==> config.mk <==
export PLATFORM = sky130hd
export DESIGN_NAME = decoding_stage_controller
export DESIGN_NICKNAME = d
export VERILOG_FILES = /design/src/rtl/decoding_stage_controller.sv
export SDC_FILE = /design/constraint.sdc
export NUM_CORES = 1
export LEC_CHECK = 0
export ABC_AREA = 1
export CORE_ASPECT_RATIO = 0.6
export CORE_MARGIN = 3
export CORE_UTILIZATION = 44
export DETAILED_ROUTE_END_ITERATION = 16
export DONT_BUFFER_PORTS = 1
export GPL_TIMING_DRIVEN = 0
export RECOVER_POWER = 100
export SETUP_SLACK_MARGIN = 0.4
export SLEW_MARGIN = 10
export SYNTH_ARGS = -nofsm -noshare
export SYNTH_HDL_FRONTEND = slang
export SYNTH_SLANG_ARGS = --single-unit
==> constraint.sdc <==
create_clock -name clk -period 2 [get_ports clk]
set_clock_uncertainty 0.05 [all_clocks]
set_input_delay 0.4 -clock clk [delete_from_list [all_inputs] [get_ports clk]]
set_output_delay 0.4 -clock clk [all_outputs]
set_load 0.03 [all_outputs]
==> src/rtl/decoding_stage_controller.sv <==
// Round sequencer for the union-find unit array: IDLE -> LOAD -> (GROW -> MERGE)* -> PEELING -> RESULT_VALID.
// Latency: accept at edge N, LOAD in N+1, GROW in N+2; minimum round to result_valid is 9 cycles.
// Backpressure: meas_ready only in IDLE; result held in RESULT_VALID until result_ready.
module decoding_stage_controller #(
  parameter int PE_COUNT         = 64,
  parameter int STAGE_WIDTH      = 3,
  parameter int BUSY_LATENCY     = 2,
  parameter int MAX_MERGE_CYCLES = 255,
  parameter int MAX_GROW_ROUNDS  = 63,
  parameter int PEEL_CYCLES      = 4
) (
  input  logic                   clk,
  input  logic                   reset,
  input  logic                   meas_valid,
  output logic                   meas_ready,
  input  logic [PE_COUNT-1:0]    busy,
  input  logic [PE_COUNT-1:0]    odd,
  output logic [STAGE_WIDTH-1:0] global_stage,
  output logic                   result_valid,
  input  logic                   result_ready,
  output logic [7:0]             grow_rounds,
  output logic                   error
);

  localparam logic [STAGE_WIDTH-1:0] ST_IDLE  = STAGE_WIDTH'(0);
  localparam logic [STAGE_WIDTH-1:0] ST_GROW  = STAGE_WIDTH'(1);
  localparam logic [STAGE_WIDTH-1:0] ST_MERGE = STAGE_WIDTH'(2);
  localparam logic [STAGE_WIDTH-1:0] ST_PEEL  = STAGE_WIDTH'(3);
  localparam logic [STAGE_WIDTH-1:0] ST_RV    = STAGE_WIDTH'(4);
  localparam logic [STAGE_WIDTH-1:0] ST_LOAD  = STAGE_WIDTH'(5);

  logic [STAGE_WIDTH-1:0] r_stage;
  logic [7:0]             r_mc;
  logic [7:0]             r_grow_rounds;
  logic                   r_error;

  logic [STAGE_WIDTH-1:0] w_stage_nxt;
  logic [7:0]             w_mc_nxt;
  logic [7:0]             w_grow_nxt;
  logic                   w_error_nxt;
  logic                   w_busy_any;
  logic                   w_odd_any;
  logic                   w_merge_done;

  assign w_busy_any   = |busy;
  assign w_odd_any    = |odd;
  // busy is only trusted once the units have seen the MERGE stage and re-registered busy
  assign w_merge_done = (r_mc >= 8'(BUSY_LATENCY)) && !w_busy_any;

  assign global_stage = r_stage;
  assign meas_ready   = (r_stage == ST_IDLE);
  assign result_valid = (r_stage == ST_RV);
  assign grow_rounds  = r_grow_rounds;
  assign error        = r_error;

  // next-state, merge/peel counter and round-result bookkeeping
  always_comb begin
    w_stage_nxt = r_stage;
    w_mc_nxt    = r_mc;
    w_grow_nxt  = r_grow_rounds;
    w_error_nxt = r_error;
    case (r_stage)
      ST_IDLE: begin
        if (meas_valid) begin
          w_stage_nxt = ST_LOAD;
          w_grow_nxt  = 8'd0;
          w_error_nxt = 1'b0;
        end
      end
      ST_LOAD: w_stage_nxt = ST_GROW;
      ST_GROW: begin
        // single GROW cycle: units pulse growth on the first GROW cycle of a run
        w_stage_nxt = ST_MERGE;
        w_mc_nxt    = 8'd0;
        if (r_grow_rounds != 8'hFF) w_grow_nxt = r_grow_rounds + 8'd1;
      end
      ST_MERGE: begin
        if (r_mc != 8'hFF) w_mc_nxt = r_mc + 8'd1;
        if (w_merge_done) begin
          if (w_odd_any && (r_grow_rounds < 8'(MAX_GROW_ROUNDS))) begin
            w_stage_nxt = ST_GROW;
          end else begin
            if (w_odd_any) w_error_nxt = 1'b1;
            w_stage_nxt = ST_PEEL;
            w_mc_nxt    = 8'd0;
          end
        end else if (r_mc == 8'(MAX_MERGE_CYCLES)) begin
          w_error_nxt = 1'b1;
          w_stage_nxt = ST_PEEL;
          w_mc_nxt    = 8'd0;
        end
      end
      ST_PEEL: begin
        if (r_mc == 8'(PEEL_CYCLES - 1)) w_stage_nxt = ST_RV;
        else                             w_mc_nxt    = r_mc + 8'd1;
      end
      ST_RV: begin
        if (result_ready) w_stage_nxt = ST_IDLE;
      end
      default: w_stage_nxt = ST_IDLE;
    endcase
  end

  // state registers; reset discards any in-flight round
  always_ff @(posedge clk or negedge reset) begin
    if (!reset) begin
      r_stage       <= ST_IDLE;
      r_mc          <= 8'd0;
      r_grow_rounds <= 8'd0;
      r_error       <= 1'b0;
    end else begin
      r_stage       <= w_stage_nxt;
      r_mc          <= w_mc_nxt;
      r_grow_rounds <= w_grow_nxt;
      r_error       <= w_error_nxt;
    end
  end

endmodule

# Word level (Yosys, flattened, before mapping)
# Index checks and enable logic that the tools add are counted.
# Widths: inputs -> output; s select.
dict set report op_classes {
  n_eq_ne 17
  muxes 22
  reduce_logical 13
  n_div 0
  magnitude_cmp 2
  bitwise_logic 0
  n_addsub 2
  n_mul 0
  shifts 0
}
# cell count
set op_table {}
lappend op_table {{$reduce_or 64->1} 2}
lappend op_table {{$mux 8} 7}
lappend op_table {{$pmux 8 s3} 1}
lappend op_table {{$pmux 3 s6} 1}
lappend op_table {{$add 8x1->8 const B} 2}
lappend op_table {{$ne 8x8->1 const B} 2}
lappend op_table {{$pmux 8 s2} 1}
lappend op_table {{$mux 3} 5}
lappend op_table {{$ne 3x3->1 const B} 3}
lappend op_table {{$eq 8x2->1 const B} 1}
lappend op_table {{$eq 8x8->1 const B} 1}
lappend op_table {{$ge 8x2->1 const B} 1}
lappend op_table {{$lt 8x6->1 const B} 1}
lappend op_table {{$ne 2x2->1 const B} 4}
lappend op_table {{$eq 3x2->1 const B} 2}
lappend op_table {{$eq 3x3->1 const B} 2}
lappend op_table {{$mux 1} 5}
lappend op_table {{$reduce_and 5->1} 1}
lappend op_table {{$reduce_and 4->1} 1}
lappend op_table {{$reduce_bool 2->1} 2}
lappend op_table {{$eq 3x1->1 const B} 1}
lappend op_table {{$logic_not 3->1} 1}
lappend op_table {{$reduce_and 3->1} 1}
lappend op_table {{$reduce_bool 3->1} 1}
lappend op_table {{6 further kinds} 7}
dict set report word_totals {
  in_bits 132
  out_inout_bits 14
  n_memories 0
  rom_bits 0
  ramBits 0
  regBits 20
  latchBits 0
}

# Depth between registers and ports, before layout
# Gate-level depths: netlist of the first run.
dict set report depth {
  word_depth 5
  mapped_depth 13
  depth_no_buf 13
}

# Worst setup path before layout of the first run
# No wires, ideal clock.
dict set report synth_timing {
  path_type {reg-to-reg}
  startpoint {register r_stage[2], in the netlist global_stage[2]}
  endpoint {register r_stage[1], in the netlist global_stage[1]}
  t_required_ns 1.873
  path_stages_with_launch 9
  setup_time_ns 0.077
  path_buffers 0
  t_arrival_ns 1.757
  slack_ns 0.115
  cell_sequence {dfrtp_1 > inv_1 > nor2_1 > nand2_1 > nand2_1 > nor2_1 > nand2_1 > nor2_1 > a21oi_1}
}
dict set report synth_between {
  elab_chain_cells 3
}
# element line_no
set synth_lines {}
lappend synth_lines {{start, declared} 32} ;# logic [STAGE_WIDTH-1:0] r_stage;
lappend synth_lines {{start signal, assigned} 112} ;# r_stage <= w_stage_nxt;
lappend synth_lines {{$eq 3x3->1 *} n/a}
lappend synth_lines {{net result_valid} 19} ;# output logic result_valid,
lappend synth_lines {{$ne 2x1->1 (no line)} n/a}
lappend synth_lines {{$reduce_and 4->1 (no line)} n/a}
# The timed path passes the listed nets; every way through them passes the cells marked *.
# A chain may end at the register's enable or synchronous reset.

# Final worst setup path of the first run
dict set report layout_timing {
  startpoint {register r_stage[1], in the netlist global_stage[1]}
  endpoint {register r_grow_rounds[2], in the netlist grow_rounds[2]}
}
dict set report layout_between {
  elab_chain_cells 3
}
# element line_no
set layout_lines {}
lappend layout_lines {{$logic_not 3->1 *} n/a}
lappend layout_lines {{net meas_ready} 15} ;# output logic meas_ready,
lappend layout_lines {{$ne 2x2->1 (no line) / $reduce_bool 2->1 (equally long branches)} n/a}
lappend layout_lines {{$reduce_and 3->1 (no line)} n/a}
lappend layout_lines {{end signal, assigned} 114} ;# r_grow_rounds <= w_grow_nxt;
lappend layout_lines {{end, declared} 34} ;# logic [7:0] r_grow_rounds;
# Marked as above.

==> impl_metrics.json, run 1 <==
{
  "status": "complete, no violations",
  "ys_seq_area_share_pct": 23.6,
  "hold_path_class": "input port to flip-flop",
  "setup_viol": 0,
  "critPathLaunch": "global_stage[1]",
  "overflow": 0,
  "synth_cell_types": 30,
  "syn_nets": 514,
  "arrival_ps": 1980,
  "muxShareOfSynthArea_pct": 0.531,
  "coreArea_sq_mm": 0.00437,
  "hpwl_um": 4860,
  "synth_area_leaders": "dfrtp_1, nor2_1, nand2_1",
  "cts-root-buf": "clkbuf_8",
  "routed_wl_um": 6270,
  "drv_cap": 0,
  "endpoint_kind": "flip-flop",
  "synth_top_family_by_area": "simple AND/OR/NAND/NOR gates",
  "worstSetupPathType": "flip-flop to flip-flop",
  "relSlewSlack_pct": 36.3,
  "drt-initial-drc-count": 136,
  "r2r-start": "global_stage[1]",
  "cp-start-kind": "flip-flop",
  "yosys.area.top_type": "dfrtp_1",
  "ys_ff_latch": 20,
  "fin_crit_ps": 1880,
  "antenna_found_initial": 0,
  "tightest_slew_ps": 953,
  "cp.required_ps": 2090,
  "ant_nets": 0,
  "finalCritPeriodShare_pct": 94.2,
  "placementRows": 18,
  "placed_area_sq_mm": 0.00222,
  "hold_start": "result_ready",
  "start_util_pct": 48.5,
  "grt_max_degree": 21,
  "synth_xor_area_share_pct": 2.83,
  "final_cell_mix": "nor2_1, nand2_1, inv_1, nand3_1, buf_4",
  "nNetsFinal": 541,
  "io_pins": 146,
  "ir_drop_mv": 0.230,
  "synth_top_area_share_pct": 23.6,
  "drv_slew": 0,
  "cts_buffers": 3,
  "clock_sinks": 20,
  "syn_avg_cell_area_sq_um": 5.61,
  "areaGrowthSynthToFinish_pct": 23.0,
  "globalRouteTotalUtil_pct": 20.7,
  "drive_gt1_share_pct": 20.0,
  "vias_per_cell": 5.04,
  "via_count": 2338,
  "diodes": 0,
  "grt_pass1_vias": 2021,
  "netlist_area_sq_mm": 0.00212,
  "finalWeightedCongestion": 0.864,
  "wire_per_inst_um": 13.5,
  "synth_compound_area_share_pct": 7.44,
  "portBuffers": 0,
  "die_h_um": 59.8,
  "crit_fanout": 6,
  "power.density_mw_per_mm2": 343,
  "synthSimpleGateAreaFrac_pct": 55.4,
  "clk_pin_slew_ps": 80,
  "clock_latency_ps": 260,
  "syn_inst": 378,
  "drc_errors": 0,
  "yosys.area_share.adder_pct": 2.36,
  "cts_tree": "built",
  "ys_warn_count": 0,
  "p_leak_nw": 1.25,
  "h-tree-depth": 1,
  "grt_pass1_wl_um": 9140,
  "rsz0062_at_grt": "true",
  "firstDrtPassIters": 4,
  "setup_tns_ps": 0,
  "die-width_um": 95.6,
  "final_cell_area_sq_mm": 0.00261,
  "fmax_ghz": 0.531,
  "finalHoldViolations": 0,
  "dieArea_sq_mm": 0.00571,
  "cts.path.max_buffers": 2,
  "final_common_cell": "nor2_1"
}
per-stage QoR:
| stage | utilization (%) | power [mW] | hold slack, ps | std cells | worst slack [ps] |
|---|---|---|---|---|---|
| after CTS | 56.8 | 0.899 | 290 | 456 | 194 |
| after detailed placement | 50.9 | 0.473 | 55.0 | 438 | 65.0 |
| final | 59.7 | 0.894 | 283 | 464 | 117 |
| after global routing | 59.7 | 0.928 | 304 | 464 | 58.5 |
| after floorplan | - | 0.465 | 54.4 | 378 | 266 |
| after global placement | 50.9 | 0.472 | 54.8 | 438 | 40.7 |
power by group:
group          leakage, nW  total (mW)  switching (mW)  internal (mW)
Sequential           0.231       0.408         0.00275          0.405
Clock               0.0357       0.420           0.153          0.267
Combinational        0.981      0.0664          0.0371         0.0293
Total                 1.25       0.894           0.193          0.702
state kept, by name, indices dropped and copies added, names as in the netlist:
register	flops
grow_rounds	8
r_mc	8
error	1
global_stage	3
kinds of logic (layout without fill, tap and decap cells):
kind of cell / after synthesis / in the layout
multiplexers: 1 / 1
adder cells (fa/ha/maj): 4 / 4
flip-flops: 20 / 20
XOR/XNOR: 6 / 6
AND/OR/NAND/NOR: 280 / 280
AO/OA/AOI/OAI: 25 / 25
buffers and inverters: 42 / 68
final timing paths:
check / end / slack [ps] / cells past startpoint
min: global_stage[2] / 280 / 3
min in group asynchronous: grow_rounds[1] / 670 / 1
max reg2reg: grow_rounds[2] / 120 / 8
max: grow_rounds[2] / 120 / 8
min reg2reg: r_mc[6] / 490 / 2
max in group asynchronous: r_mc[1] / 580 / 1
routing by layer:
| layer | wire length [um] | vias up | track usage, % | share of wire [%] |
|---|---|---|---|---|
| li1 | - | 1239 | - | - |
| met1 | 2750 | 970 | 29.8 | 44 |
| met2 | 2900 | 127 | 33.3 | 46 |
| met3 | 604 | 2 | 4.15 | 9.6 |
| met4 | 15 | 0 | 2.23 | 0.24 |
| met5 | 0 | - | 0 | 0 |
worst max-delay path, stage by stage, from the launching register on:
cell and delay [ps]:
dfrtp_1 520, nor2_2 170, inv_2 70, nor2_4 280, o21ai_2 110, a31oi_4 180
clkbuf_1 150, buf_6 150, o32ai_2 80
Yosys cell counts:
library cell,number
nor2_1,133
nand2_1,102
inv_1,36
dfrtp_1,20
nand3_1,20
o21ai_0,11
nand4_1,10
a21oi_1,5
xor2_1,5
ha_1,4
inv_2,4
nand3b_1,3
nor2_4,3
nand2_2,2
nor2_2,2
nor3_1,2
o21ai_2,2
o32ai_1,2
a31oi_1,1
a31oi_2,1
buf_2,1
buf_6,1
mux2_2,1
nand2_4,1
nand3_2,1
nor3_4,1
o211a_1,1
o211ai_1,1
o22ai_1,1
xor2_2,1
final cells by class:
| class | instances | area (sq um) |
|---|---|---|
| clock buffer | 3 | 41.3 |
| clock inverter | 1 | 30.0 |
| tap | 60 | 75.1 |
| timing repair buffer | 22 | 168 |
| fill | 435 | 1760 |
| buffer | 2 | 18.8 |
| multi-input combinational | 316 | 1610 |
| sequential | 20 | 510 |
| inverter | 40 | 155 |
repair_timing:
item | in CTS | in global routing
endpoints found under the setup margin | 22 | 22
hold buffers | 1 | 0
buffers inserted | 12 | 8
pin swaps | 8 | 14
gates cloned | 1 | 0
hold endpoints to repair | 20 | 0
resized for setup | 27 | 24
Power figures use the tool's default switching activity.
==> run 2, diff against run 1 <==
--- a/config.mk
+++ b/config.mk
@@ -13,6 +13,7 @@
 export DONT_BUFFER_PORTS = 1
 export GPL_TIMING_DRIVEN = 0
 export RECOVER_POWER = 100
+export REMOVE_ABC_BUFFERS = 1
 export SETUP_SLACK_MARGIN = 0.4
 export SLEW_MARGIN = 10
 export SYNTH_ARGS = -nofsm -noshare
==> impl_metrics.json, run 2 (synthesis results as in run 1) <==
{
  "critPathCapture": "result_valid",
  "cts_tree": "built",
  "p_int_uw": 609,
  "grt_pass1_vias": 2030,
  "rr_worst_depth": 11,
  "ir_drop_mv": 0.265,
  "die_h_um": 59.8,
  "cp_slowest_cell": "dfrtp_2",
  "pwr-share-comb_pct": 8.4,
  "fill_cells": 396,
  "relSlewSlack_pct": 22.2,
  "cp.required_ps": 1550,
  "setup_tns_ps": 0,
  "cts-root-buf": "clkbuf_8",
  "coreArea_sq_mm": 0.00437,
  "rsz0062_at_grt": "true",
  "p_leak_nw": 1.24,
  "crit_fanout": 5,
  "fin_hold_ws_ps": 296,
  "finalWeightedCongestion": 0.906,
  "status": "complete, no violations",
  "power.density_mw_per_mm2": 303,
  "critPathMaxStageDelay_ps": 520,
  "clock_sinks": 20,
  "globalRouteTotalUtil_pct": 21.3,
  "firstDrtPassIters": 5,
  "rr_endpoint": "global_stage[1]",
  "net-switching-power_uw": 194,
  "h-tree-depth": 1,
  "vias_per_cell": 5.28,
  "fmax_ghz": 0.529,
  "drv_slew": 0,
  "grt_max_degree": 21,
  "fin_crit_ps": 1890,
  "clock_latency_ps": 260,
  "ant_nets": 0,
  "wire_per_inst_um": 14.6,
  "final_common_cell": "nor2_1",
  "antenna_found_initial": 0,
  "critPathLaunch": "global_stage[0]",
  "clk_pin_slew_ps": 80,
  "cp-start-kind": "flip-flop",
  "final_cell_mix": "nor2_1, nand2_1, inv_1, nand3_1, buf_4",
  "power_uw": 804,
  "hpwl_um": 4900,
  "power_frac_clock_pct": 40.9,
  "areaGrowthSynthToFinish_pct": 25.0,
  "portBuffers": 0,
  "utilization_pct": 60.7,
  "routed_wl_um": 6760,
  "worstSetupPathType": "flip-flop to primary output",
  "cts.path.max_buffers": 2,
  "dieArea_sq_mm": 0.00571,
  "final_cell_area_sq_mm": 0.00265,
  "start_util_pct": 48.5,
  "multiInputGateArea_sq_mm": 0.00165,
  "overflow": 0,
  "placed_area_sq_mm": 0.00218,
  "r2r_slack_ps": 130,
  "seqPwrFrac_pct": 50.7,
  "path_cells": "nor2_2 > inv_1 > buf_4 > buf_6 > nor2_4",
  "cts_buffers": 3,
  "drc_errors": 0,
  "seq_area_sq_um": 509,
  "drv_cap": 0,
  "nNetsFinal": 540,
  "diodes": 0,
  "r2r-start": "global_stage[0]",
  "finalCritPeriodShare_pct": 94.4,
  "drive_gt1_share_pct": 20.3,
  "finalHoldViolations": 0,
  "grt_pass1_wl_um": 9380,
  "arrival_ps": 1440,
  "setup_viol": 0,
  "io_pins": 146,
  "endpoint_kind": "primary output",
  "die-width_um": 95.6,
  "via_count": 2444,
  "hold_path_class": "input port to asynchronous set/reset pin",
  "placementRows": 18,
  "tightest_slew_ps": 1170,
  "drt-initial-drc-count": 169,
  "swShare_pct": 24.2
}
## run 2: cell types whose count changed in the layout (fill, tap and decap cells not counted), sizes merged
| cell | change |
|---|---|
| buf | +2 |
| bufinv | -1 |
| clkbuf | -1 |
| dlygate4sd3 | -1 |
## run 2: power groups by stage
stage	Combinational [mW]	Sequential [mW]	Clock, mW
floorplan	0.0496	0.416	0
global placement	0.0566	0.416	0
detailed placement	0.0573	0.416	0
CTS	0.0680	0.408	0.333
global route	0.0816	0.408	0.354
finish	0.0674	0.408	0.328
## run 2: final cells by class
type                            instances  share of cell area (%)
Inverter                               40                    5.76
Clock buffer                            4                    2.08
Tap cell                               60                    2.83
Sequential cell                        20                    19.2
Multi-Input combinational cell        316                    62.4
Timing Repair Buffer                   23                    7.70
## run 2: how the worst min path moves through the flow
stage | cells past startpoint | slack (ps) | from | end
3_5_place_dp | 0 | 50 | reset | grow_rounds[0]
2_1_floorplan | 0 | 50 | reset | error
5_1_grt | 1 | 370 | reset | r_mc[6]
4_1_cts | 4 | 320 | result_ready | global_stage[1]
3_3_place_gp | 0 | 50 | reset | grow_rounds[0]
6_report | 1 | 300 | reset | error
## run 2: what timing repair did
item | 4_1_cts | 5_1_grt
buffers inserted | 13 | 9
endpoints found under the setup margin | 22 | 28
pin swaps | 18 | 25
resized for setup | 35 | 35
hold buffers | 1 | 0
endpoints found under the hold margin | 20 | 0
gates cloned | 0 | 0
## run 2: critical path, delay by kind of cell (launching register included)
kind          cells  cell delay (ps)
simple gates      2              320
buf+inv           3              330
flops             1              520
## run 2: per-stage QoR
stage / cells / worst slack [ps]
4_1_cts: 454 / 143
5_1_grt: 463 / 1.63
2_1_floorplan: 376 / 11.5
3_3_place_gp: 436 / -201
3_5_place_dp: 436 / -203
6_report: 463 / 111
## run 2: per-layer routing
metal / GRT usage [%] / vias to the layer above / share of wire, %
met5: 0 / - / 0
met4: 1.82 / 0 / 0.37
met3: 4.40 / 4 / 7.7
met2: 33.8 / 116 / 48
met1: 31.0 / 1090 / 44
li1: - / 1234 / -
==> run 3, diff against run 2 <==
--- a/config.mk
+++ b/config.mk
@@ -12,10 +12,11 @@
 export DETAILED_ROUTE_END_ITERATION = 16
 export DONT_BUFFER_PORTS = 1
 export GPL_TIMING_DRIVEN = 0
+export MAX_ROUTING_LAYER = met4
 export RECOVER_POWER = 100
 export REMOVE_ABC_BUFFERS = 1
 export SETUP_SLACK_MARGIN = 0.4
-export SLEW_MARGIN = 10
+export SLEW_MARGIN = 15
 export SYNTH_ARGS = -nofsm -noshare
 export SYNTH_HDL_FRONTEND = slang
 export SYNTH_SLANG_ARGS = --single-unit
==> impl_metrics.json, run 3 (synthesis results as in run 1) <==
{
  "status": "complete, no violations",
  "firstDrtPassIters": 4,
  "drive_gt1_share_pct": 20.3,
  "coreArea_sq_mm": 0.00437,
  "drc_errors": 0,
  "worstSetupPathType": "flip-flop to primary output",
  "tightest_slew_ps": 1170,
  "nNetsFinal": 540,
  "fin_hold_ws_ps": 298,
  "die-width_um": 95.6,
  "areaGrowthSynthToFinish_pct": 25.0,
  "setup_tns_ps": 0,
  "wire_per_inst_um": 14.6,
  "h-tree-depth": 1,
  "hold_path_class": "input port to asynchronous set/reset pin",
  "antenna_found_initial": 0,
  "grt_pass1_wl_um": 9380,
  "cts_buffers": 3,
  "fmax_ghz": 0.530,
  "cts.path.max_buffers": 2,
  "final_cell_mix": "nor2_1, nand2_1, inv_1, nand3_1, buf_4",
  "diodes": 0,
  "cts_tree": "built",
  "crit_fanout": 5,
  "via_count": 2416,
  "dieArea_sq_mm": 0.00571,
  "relSlewSlack_pct": 22.1,
  "fin_crit_ps": 1890,
  "arrival_ps": 1440,
  "finalHoldViolations": 0,
  "power.density_mw_per_mm2": 302,
  "grt_max_degree": 21,
  "clk_pin_slew_ps": 80,
  "clock_sinks": 20,
  "finalCritPeriodShare_pct": 94.4,
  "fill_cells": 396,
  "portBuffers": 0,
  "ir_drop_mv": 0.265,
  "drv_cap": 0,
  "vias_per_cell": 5.22,
  "ant_nets": 0,
  "hpwl_um": 4900,
  "endpoint_kind": "primary output",
  "rsz0062_at_grt": "true",
  "grt_pass1_vias": 2028,
  "post-route-worst-setup-slack_ps": 111,
  "cp.required_ps": 1550,
  "cts-root-buf": "clkbuf_8",
  "routed_wl_um": 6760,
  "finalWeightedCongestion": 0.921,
  "placementRows": 18,
  "pre_cts_ws_ps": -203,
  "clock_latency_ps": 260,
  "io_pins": 146,
  "drt-initial-drc-count": 197,
  "p_leak_nw": 1.24,
  "seq_area_sq_um": 509,
  "overflow": 0,
  "globalRouteTotalUtil_pct": 21.9,
  "die_h_um": 59.8,
  "cp-start-kind": "flip-flop",
  "setup_viol": 0,
  "rr_worst_depth": 11,
  "start_util_pct": 48.5,
  "final_common_cell": "nor2_1",
  "multiInputGateArea_sq_mm": 0.00165,
  "drv_slew": 0
}
## run 3: path summary, 6_finish.rpt
kind / start / end / slack [ps]
max: global_stage[0] / result_valid / 110
min: reset / grow_rounds[5] / 300
max reg2reg: global_stage[0] / global_stage[1] / 130
min reg2reg: r_mc[7] / r_mc[7] / 490
max in group asynchronous: reset / r_mc[1] / 830
min in group clk: result_ready / global_stage[1] / 370
## run 3: metal layers
metal | up-vias | wire length [um] | track usage (%)
met3 | 0 | 575 | 4.40
li1 | 1236 | - | -
met2 | 116 | 3260 | 33.8
met1 | 1064 | 2920 | 31.0
met4 | 0 | 0 | 1.82
met5 | - | 0 | -
## run 3: area by class of cell
class | instances | share of cell area, %
Clock buffer | 4 | 2.08
Timing Repair Buffer | 23 | 7.70
Sequential cell | 20 | 19.2
Tap cell | 60 | 2.83
Multi-Input combinational cell | 316 | 62.4
Inverter | 40 | 5.76
## run 3: report_power, final
group	switching, mW	internal [mW]	total, mW
logic	0.0387	0.0287	0.0675
clock network	0.151	0.176	0.326
registers	0.00286	0.405	0.408
## run 3: metrics by stage
step           cell area, sq um  utilization, %  std cells  power [mW]
6_report                   2650            60.7        463       0.801
5_1_grt                    2650            60.7        463       0.844
4_1_cts                    2450            56.2        454       0.809
3_5_place_dp               2180            49.9        436       0.473
3_3_place_gp               2180            49.9        436       0.473
2_1_floorplan              2100               -        376       0.465
## run 3: worst max-delay path, stage by stage (launching register included)
cell     delay [ps]
dfrtp_2         520
nor2_2          110
inv_1            80
buf_4           140
buf_6           110
nor2_4          210
## run 3: what timing repair did
item                                    in CTS  in global routing
pin swaps                                   18                 25
hold endpoints to repair                    20                  0
endpoints found under the setup margin      22                 28
setup buffers                               13                  9
hold buffers                                 1                  0
gates resized for setup                     35                 35
